[config.mk]
export PLATFORM = sky130hd
export DESIGN_NAME = nibble_serial_add_ctrl_flat
export DESIGN_NICKNAME = d
export VERILOG_FILES = /design/src/rtl/nibble_add_pkg.sv /design/src/rtl/nibble_serial_add_ctrl_if.sv /design/src/rtl/nibble_serial_add_ctrl_cla4_slice.sv /design/src/rtl/nibble_serial_add_ctrl.sv /design/src/flat_wrapper.sv
export SDC_FILE = /design/constraint.sdc
export NUM_CORES = 1
export LEC_CHECK = 0
export CAP_MARGIN = 10
export CORE_MARGIN = 8
export CORE_UTILIZATION = 58
export CTS_BUF_LIST = sky130_fd_sc_hd__clkbuf_2 sky130_fd_sc_hd__clkbuf_4 sky130_fd_sc_hd__clkbuf_8
export DETAILED_ROUTE_END_ITERATION = 6
export PLACE_DENSITY = 0.87
export REMOVE_ABC_BUFFERS = 1
export SYNTH_ARGS = -nofsm -noshare
export SYNTH_HDL_FRONTEND = slang
export SYNTH_SLANG_ARGS = --single-unit
[constraint.sdc]
create_clock -name clk -period 4.47 [get_ports clk]
set_input_delay 0.6705 -clock clk [delete_from_list [all_inputs] [get_ports clk]]
set_output_delay 0.6705 -clock clk [all_outputs]
set_load 0.01 [all_outputs]
[src/rtl/nibble_add_pkg.sv]
// nibble_add_pkg: shared constants, FSM state type and index-width helper
// for the nibble-serial adder.
package nibble_add_pkg;

   // Width of the single adder slice reused on every pass.
   localparam int NIBBLE_W = 4;

   typedef enum logic [0:0] {
      IDLE = 1'b0,
      RUN  = 1'b1
   } state_t;

   // Ceiling log2 with a floor of one bit, so a single-nibble build still
   // gets a legal index register.
   function automatic int clog2(input int n);
      int w;
      w = 1;
      while ((1 << w) < n) begin
         w = w + 1;
      end
      return w;
   endfunction

endpackage

[src/rtl/nibble_serial_add_ctrl_if.sv]
// nibble_serial_add_ctrl_if: start/busy/done handshake plus operand and
// result bus. Optional group terms gp/gg appear when NIBBLE_ADD_GROUP_PG_EN
// is defined.
interface nibble_serial_add_ctrl_if #(
   parameter int WIDTH = 16
);

   logic             start;
   logic [WIDTH-1:0] a;
   logic [WIDTH-1:0] b;
   logic             cin;
   logic             busy;
   logic             done;
   logic [WIDTH-1:0] sum;
   logic             cout;
   logic             ovf;

`ifdef NIBBLE_ADD_GROUP_PG_EN
   logic             gp;
   logic             gg;

   modport master (
      output start, a, b, cin,
      input  busy, done, sum, cout, ovf, gp, gg
   );

   modport slave (
      input  start, a, b, cin,
      output busy, done, sum, cout, ovf, gp, gg
   );
`else
   modport master (
      output start, a, b, cin,
      input  busy, done, sum, cout, ovf
   );

   modport slave (
      input  start, a, b, cin,
      output busy, done, sum, cout, ovf
   );
`endif

endinterface

[src/rtl/nibble_serial_add_ctrl_cla4_slice.sv]
// cla4_slice: purely combinational 4-bit carry-lookahead adder. It produces
// the sum nibble, carry-out and the slice group propagate/generate terms.
module cla4_slice
   import nibble_add_pkg::*;
(
   input  logic [NIBBLE_W-1:0] A,
   input  logic [NIBBLE_W-1:0] B,
   input  logic                Cin,
   output logic [NIBBLE_W-1:0] S,
   output logic                Cout,
   output logic                PG,
   output logic                GG
);

   logic [NIBBLE_W-1:0] w_p;
   logic [NIBBLE_W-1:0] w_g;
   logic [NIBBLE_W:0]   w_c;

   assign w_p = A ^ B;
   assign w_g = A & B;

   // Every carry is flattened from the bit-level terms, with no ripple.
   assign w_c[0] = Cin;
   assign w_c[1] = w_g[0] | (w_p[0] & Cin);
   assign w_c[2] = w_g[1] | (w_p[1] & w_g[0]) | (w_p[1] & w_p[0] & Cin);
   assign w_c[3] = w_g[2] | (w_p[2] & w_g[1]) | (w_p[2] & w_p[1] & w_g[0])
                 | (w_p[2] & w_p[1] & w_p[0] & Cin);

   assign PG = &w_p;
   assign GG = w_g[3] | (w_p[3] & w_g[2]) | (w_p[3] & w_p[2] & w_g[1])
             | (w_p[3] & w_p[2] & w_p[1] & w_g[0]);

   assign w_c[4] = GG | (PG & Cin);

   assign S    = w_p ^ w_c[NIBBLE_W-1:0];
   assign Cout = w_c[NIBBLE_W];

endmodule

[src/rtl/nibble_serial_add_ctrl.sv]
// nibble_serial_add_ctrl: WIDTH-bit adder built by running one 4-bit CLA
// slice over WIDTH/4 cycles, LSB nibble first. The slice carry is held in a
// register between passes. Results appear only at completion, together with
// a single-cycle done pulse.
// Optional macro NIBBLE_ADD_GROUP_PG_EN adds whole-word group
// propagate/generate outputs gp/gg.
module nibble_serial_add_ctrl
   import nibble_add_pkg::*;
#(
   parameter int WIDTH = 16
)
(
   input  logic                          clk,
   input  logic                          rst,
   nibble_serial_add_ctrl_if.slave       bus
);

   localparam int NIBBLES = WIDTH / NIBBLE_W;
   localparam int IDX_W   = clog2(NIBBLES);
   localparam logic [IDX_W-1:0] LAST_IDX = IDX_W'(NIBBLES - 1);

   // Reject widths the slice cannot tile exactly.
   generate
      if ((WIDTH % NIBBLE_W) != 0 || WIDTH < NIBBLE_W) begin : g_width_check
         $error("nibble_serial_add_ctrl: WIDTH must be a multiple of 4 and at least 4");
      end
   endgenerate

   state_t              r_state;
   logic [IDX_W-1:0]    r_idx;
   logic                r_carry;
   logic [WIDTH-1:0]    r_a_lat;
   logic [WIDTH-1:0]    r_b_lat;
   logic [WIDTH-1:0]    r_work;
   logic                r_busy;
   logic                r_done;
   logic [WIDTH-1:0]    r_sum;
   logic                r_cout;
   logic                r_ovf;

   logic [NIBBLE_W-1:0] w_slice_a;
   logic [NIBBLE_W-1:0] w_slice_b;
   logic [NIBBLE_W-1:0] w_s;
   logic                w_cout;
   logic                w_pg;
   logic                w_gg;
   logic [WIDTH-1:0]    w_work_next;
   logic                w_carry_msb;

   // The current nibble of each latched operand feeds the shared slice.
   assign w_slice_a = r_a_lat[r_idx*NIBBLE_W +: NIBBLE_W];
   assign w_slice_b = r_b_lat[r_idx*NIBBLE_W +: NIBBLE_W];

   cla4_slice u_slice (
      .A    (w_slice_a),
      .B    (w_slice_b),
      .Cin  (r_carry),
      .S    (w_s),
      .Cout (w_cout),
      .PG   (w_pg),
      .GG   (w_gg)
   );

   // Work word with this pass's sum nibble merged in, so the completion edge
   // can publish the full result directly.
   always_comb begin
      // NOTE: assign a default before the partial update so every bit is
      // written on every path and no latch is inferred.
      w_work_next = r_work;
      w_work_next[r_idx*NIBBLE_W +: NIBBLE_W] = w_s;
   end

   // Carry into the MSB is recovered from the MSB sum bit and its operands.
   assign w_carry_msb = r_a_lat[WIDTH-1] ^ r_b_lat[WIDTH-1] ^ w_work_next[WIDTH-1];

`ifdef NIBBLE_ADD_GROUP_PG_EN
   logic r_gp_acc;
   logic r_gg_acc;
   logic r_gp;
   logic r_gg;
   logic w_gp_next;
   logic w_gg_next;

   // Fold this nibble's group terms into the running word-level terms.
   assign w_gp_next = r_gp_acc & w_pg;
   assign w_gg_next = w_gg | (w_pg & r_gg_acc);

   assign bus.gp = r_gp;
   assign bus.gg = r_gg;
`else
   // The slice group terms have no consumer without the group feature.
   logic w_unused_group;
   assign w_unused_group = w_pg ^ w_gg;
`endif

   // Control FSM and all datapath registers: accept in IDLE, one slice pass
   // per RUN cycle, and publish the result on the last pass.
   always_ff @(posedge clk) begin
      // NOTE: sequential state uses non-blocking assignments so every
      // register samples values from before the edge.
      if (rst) begin
         r_state <= IDLE;
         r_idx   <= '0;
         r_carry <= 1'b0;
         r_a_lat <= '0;
         r_b_lat <= '0;
         r_work  <= '0;
         r_busy  <= 1'b0;
         r_done  <= 1'b0;
         r_sum   <= '0;
         r_cout  <= 1'b0;
         r_ovf   <= 1'b0;
`ifdef NIBBLE_ADD_GROUP_PG_EN
         r_gp_acc <= 1'b1;
         r_gg_acc <= 1'b0;
         r_gp     <= 1'b0;
         r_gg     <= 1'b0;
`endif
      end else begin
         r_done <= 1'b0;
         case (r_state)
            IDLE: begin
               if (bus.start) begin
                  r_a_lat <= bus.a;
                  r_b_lat <= bus.b;
                  r_carry <= bus.cin;
                  r_idx   <= '0;
                  r_busy  <= 1'b1;
                  r_state <= RUN;
`ifdef NIBBLE_ADD_GROUP_PG_EN
                  r_gp_acc <= 1'b1;
                  r_gg_acc <= 1'b0;
`endif
               end
            end
            RUN: begin
               r_work  <= w_work_next;
               r_carry <= w_cout;
               r_idx   <= r_idx + 1'b1;
`ifdef NIBBLE_ADD_GROUP_PG_EN
               r_gp_acc <= w_gp_next;
               r_gg_acc <= w_gg_next;
`endif
               if (r_idx == LAST_IDX) begin
                  r_sum   <= w_work_next;
                  r_cout  <= w_cout;
                  r_ovf   <= w_carry_msb ^ w_cout;
                  r_done  <= 1'b1;
                  r_busy  <= 1'b0;
                  r_state <= IDLE;
`ifdef NIBBLE_ADD_GROUP_PG_EN
                  r_gp <= w_gp_next;
                  r_gg <= w_gg_next;
`endif
               end
            end
            default: begin
               r_state <= IDLE;
               r_busy  <= 1'b0;
            end
         endcase
      end
   end

   assign bus.busy = r_busy;
   assign bus.done = r_done;
   assign bus.sum  = r_sum;
   assign bus.cout = r_cout;
   assign bus.ovf  = r_ovf;

endmodule

[src/flat_wrapper.sv]
// flat-port wrapper written by rule: the top's interface ports become plain ports
module nibble_serial_add_ctrl_flat import nibble_add_pkg::*;
#(
   parameter int WIDTH = 16
)
  (clk, rst, bus_start, bus_a, bus_b, bus_cin, bus_busy, bus_done, bus_sum, bus_cout, bus_ovf);
  nibble_serial_add_ctrl_if #(.WIDTH(WIDTH)) bus_i ();
  input  logic clk;
  input  logic rst;
  input wire logic [$bits(bus_i.start)-1:0] bus_start;
  input wire logic [$bits(bus_i.a)-1:0] bus_a;
  input wire logic [$bits(bus_i.b)-1:0] bus_b;
  input wire logic [$bits(bus_i.cin)-1:0] bus_cin;
  output wire logic [$bits(bus_i.busy)-1:0] bus_busy;
  output wire logic [$bits(bus_i.done)-1:0] bus_done;
  output wire logic [$bits(bus_i.sum)-1:0] bus_sum;
  output wire logic [$bits(bus_i.cout)-1:0] bus_cout;
  output wire logic [$bits(bus_i.ovf)-1:0] bus_ovf;
  assign bus_i.start = bus_start;
  assign bus_i.a = bus_a;
  assign bus_i.b = bus_b;
  assign bus_i.cin = bus_cin;
  assign bus_busy = bus_i.busy;
  assign bus_done = bus_i.done;
  assign bus_sum = bus_i.sum;
  assign bus_cout = bus_i.cout;
  assign bus_ovf = bus_i.ovf;
  nibble_serial_add_ctrl #(.WIDTH(WIDTH)) u_core (.clk(clk), .rst(rst), .bus(bus_i));
endmodule
==> results by group <==
Status
  • Outcome: finished, final reports clean

Final layout
  • Fill count: 370
  • Commonest cells after routing, fill and taps aside: nand2_1 (83), dfxtp_1 (72), clkdlybuf4s50_1 (55)
  • Area growth, synth to finish: 24.6%
  • # diodes: 0
  • Layout Cells excl Fill: between 400 and 500
  • FF/Latch Area: approximately 1400 um^2
  • Commonest non-fill, non-tap cell in the layout: nand2_1
  • Multi-input logic area: roughly 1500 um^2
  • Nets: 449
  • Share of layout cells above drive strength 1: under 10%

Worst setup path
  • Setup crit end kind: register
  • Highest net fanout along the worst path: 16
  • Critical Path AT: 3.36 ns
  • Worst endpoint required time: about 4.7 ns
  • Critical path startpoint category: register
  • WS Path Type: register to register

Floorplanning
  • Core Box Area: between 5000 and 6000 um^2
  • Die width: a little under 90 um
  • # IOs: 56
  • Std-Cell Rows: 26
  • Die H: ~89 um
  • Die area: between 8000 and 9000 um^2
  • Starting Density: roughly three fifths

GRT
  • Largest net degree at the start of global routing: 43
  • Most Crowded Layer GR: met2
  • Total global-route track usage: a little under a fifth
  • First-pass GRT wire length: 11600 um
  • Number of global-route vias before repair: between 2000 and 3000
  • Initial antenna violation count: 0
  • Met1 Usage GRT: between 20% and 30%
  • GRT met3 Usage: around 5.9%
  • Grt ovf: 0
  • Met2 Use GR: a little under a third

Power
  • Worst ir drop on vdd: about 240 uV
  • Power density over the cells: 341 nW/um^2
  • Leakage power: between 1 and 1.5 nW

Synthesis
  • Distinct cells, synth: 38
  • Synthesized flop and latch total: slightly above 70
  • Post-synthesis cell area: between 3000 and 4000 um^2
  • YS warnings: 0
  • Cell count after synthesis: around 360
  • Register area share after synthesis: 46.1%
  • Mapped Avg Cell Area: 8.77 um^2

Min path
  • Worst Hold Class: register to register

Place
  • DP Cell Count: 460
  • Buffers on Ports: 55
  • Final Wtd Congestion: approximately 0.84
  • DP HPWL: 4920 um

Timing
  • Total negative setup slack: 0 ns
  • Fmax: 0.324 GHz
  • Final Skew: a little over 0.008 ns
  • Final Hold Vio Count: 0
  • Tmin final: 3.09 ns
  • RSZ-0062 raised after global routing: false
  • Final worst path period share: 69.1%
  • Final setup vio count: 0
  • Worst-Margin Slew: between 1 and 1.5 ns
  • Slew Viols, Final: 0
  • Slew HR: ~26%

Routing
  • 1st-iter DRT viols: a little under 100
  • # DRC: 0
  • Wirelength per Cell: between 10 and 15 um
  • Drt first pass iters: 4
  • Vias: 2603
  • Vias per std cell: ~5.5
  • Final wirelength: roughly 6900 um
  • Antenna-violating nets left: 0

Clocking
  • CTS Root Cell: clkbuf_8
  • Clock buffer depth: 2
  • CTS tree: built
  • CTS Hold Bufs: 0
  • Clk_lat worst skew: ~0.34 ns
  • H-Tree Depth: 3
  • Cts bufs inserted: 9
  • Post-CTS setup buffers: 0
  • Sink Count: 72
  • Clock slew at reported path FFs: around 0.070 ns
  • Post-cts sizing count: 0

Flow run
  • Max-Cap Viols: 0
[final timing paths]
kind                     start           endpoint  slack, ns  cells past startpoint
min          u_core.bus.sum[1]  u_core.bus.sum[1]       0.45                      2
max            u_core.r_idx[0]   u_core.r_work[7]       1.38                      7
min reg2reg  u_core.bus.sum[1]  u_core.bus.sum[1]       0.45                      2
max reg2reg    u_core.r_idx[0]   u_core.r_work[7]       1.38                      7
[layer usage]
layer / wire, um / vias up
li1: - / 1311
met1: 2920 / 1208
met2: 3500 / 71
met3: 395 / 13
met4: 135 / 0
met5: 0 / -
[layout make-up]
cell class | instances | share of cell area, %
Timing Repair Buffer | 58 | 15.2
Inverter | 14 | 1.35
Multi-Input combinational cell | 247 | 39.6
Clock buffer | 14 | 4.62
Sequential cell | 72 | 37.0
Tap cell | 70 | 2.25
[logic make-up after synthesis]
family / count (synthesis) / synth area share (%)
muxes: 9 / 6.08
and+or+nand+nor: 126 / 17.6
xor gates and xnor gates: 6 / 1.92
buffers and inverters: 38 / 4.72
DFF: 72 / 46.1
AOI/OAI and AO/OA: 95 / 19.0
adders and majority gates: 11 / 4.64
[critical path, stage by stage, from the launching register on]
cell and delay (ns):
dfxtp_1 0.86, mux4_2 0.61, ha_1 0.38, a41o_1 0.31, a21o_1 0.21, xnor2_2 0.34, a32oi_1 0.16, nor2_1 0.15
[power by group]
group / leakage, nW / switching [mW] / internal [mW] / total (mW)
clock network: 0.0955 / 0.219 / 0.254 / 0.473
registers: 0.586 / 0.0216 / 0.664 / 0.685
logic: 0.762 / 0.0878 / 0.0819 / 0.170
total: 1.44 / 0.329 / 0.999 / 1.33
[through the flow]
stage	power, mW	utilization [%]	hold slack [ns]	worst slack, ns	area [um^2]
after floorplan	0.791	-	0.427	1.73	3030
after global placement	0.858	71.3	0.433	1.52	3690
after detailed placement	0.863	71.3	0.441	1.43	3690
after CTS	1.33	74.8	0.457	1.39	3870
after global routing	1.38	75.4	0.479	1.13	3900
final	1.33	75.4	0.454	1.38	3900
[synthesized netlist by cell type (all sizes together)]
| cell | number | area, um^2 |
|---|---|---|
| a2111oi | 1 | 10.0 |
| and2 | 2 | 12.5 |
| nand2b | 1 | 6.26 |
| nor4bb | 2 | 20.0 |
| nor3 | 2 | 10.0 |
| a21oi | 45 | 225 |
| inv | 14 | 52.6 |
| o21a | 2 | 15.0 |
| nor2b | 12 | 75.1 |
| a22oi | 9 | 67.6 |
| mux4 | 8 | 180 |
| xnor2 | 6 | 60.1 |
| a211oi | 4 | 35.0 |
| nand4bb | 1 | 11.3 |
| or2 | 1 | 6.26 |
| a32oi | 7 | 61.3 |
| ha | 10 | 125 |
| a41o | 1 | 10.0 |
| nor4 | 1 | 12.5 |
| fa | 1 | 20.0 |
| and4b | 1 | 10.0 |
| dfxtp | 72 | 1440 |
| nor2 | 20 | 75.1 |
| o2bb2ai | 1 | 8.76 |
| mux2i | 1 | 10.0 |
| nand2 | 83 | 312 |
| a221oi | 1 | 15.0 |
| a22o | 4 | 35.0 |
| clkbuf | 22 | 82.6 |
| o22ai | 3 | 18.8 |
| a21o | 3 | 22.5 |
| o21ai | 14 | 70.1 |
| buf | 2 | 12.5 |
[registers in the layout, summed over array words and instances, names as in the netlist]
signal           flops
u_core.bus.ovf       1
u_core.r_a_lat      16
u_core.bus.busy      1
u_core.bus.sum      16
u_core.r_state       1
u_core.bus.cout      1
u_core.r_b_lat      16
u_core.r_work       16
u_core.r_idx         2
u_core.r_carry       1
u_core.bus.done      1
Power figures use the tool's default switching activity.
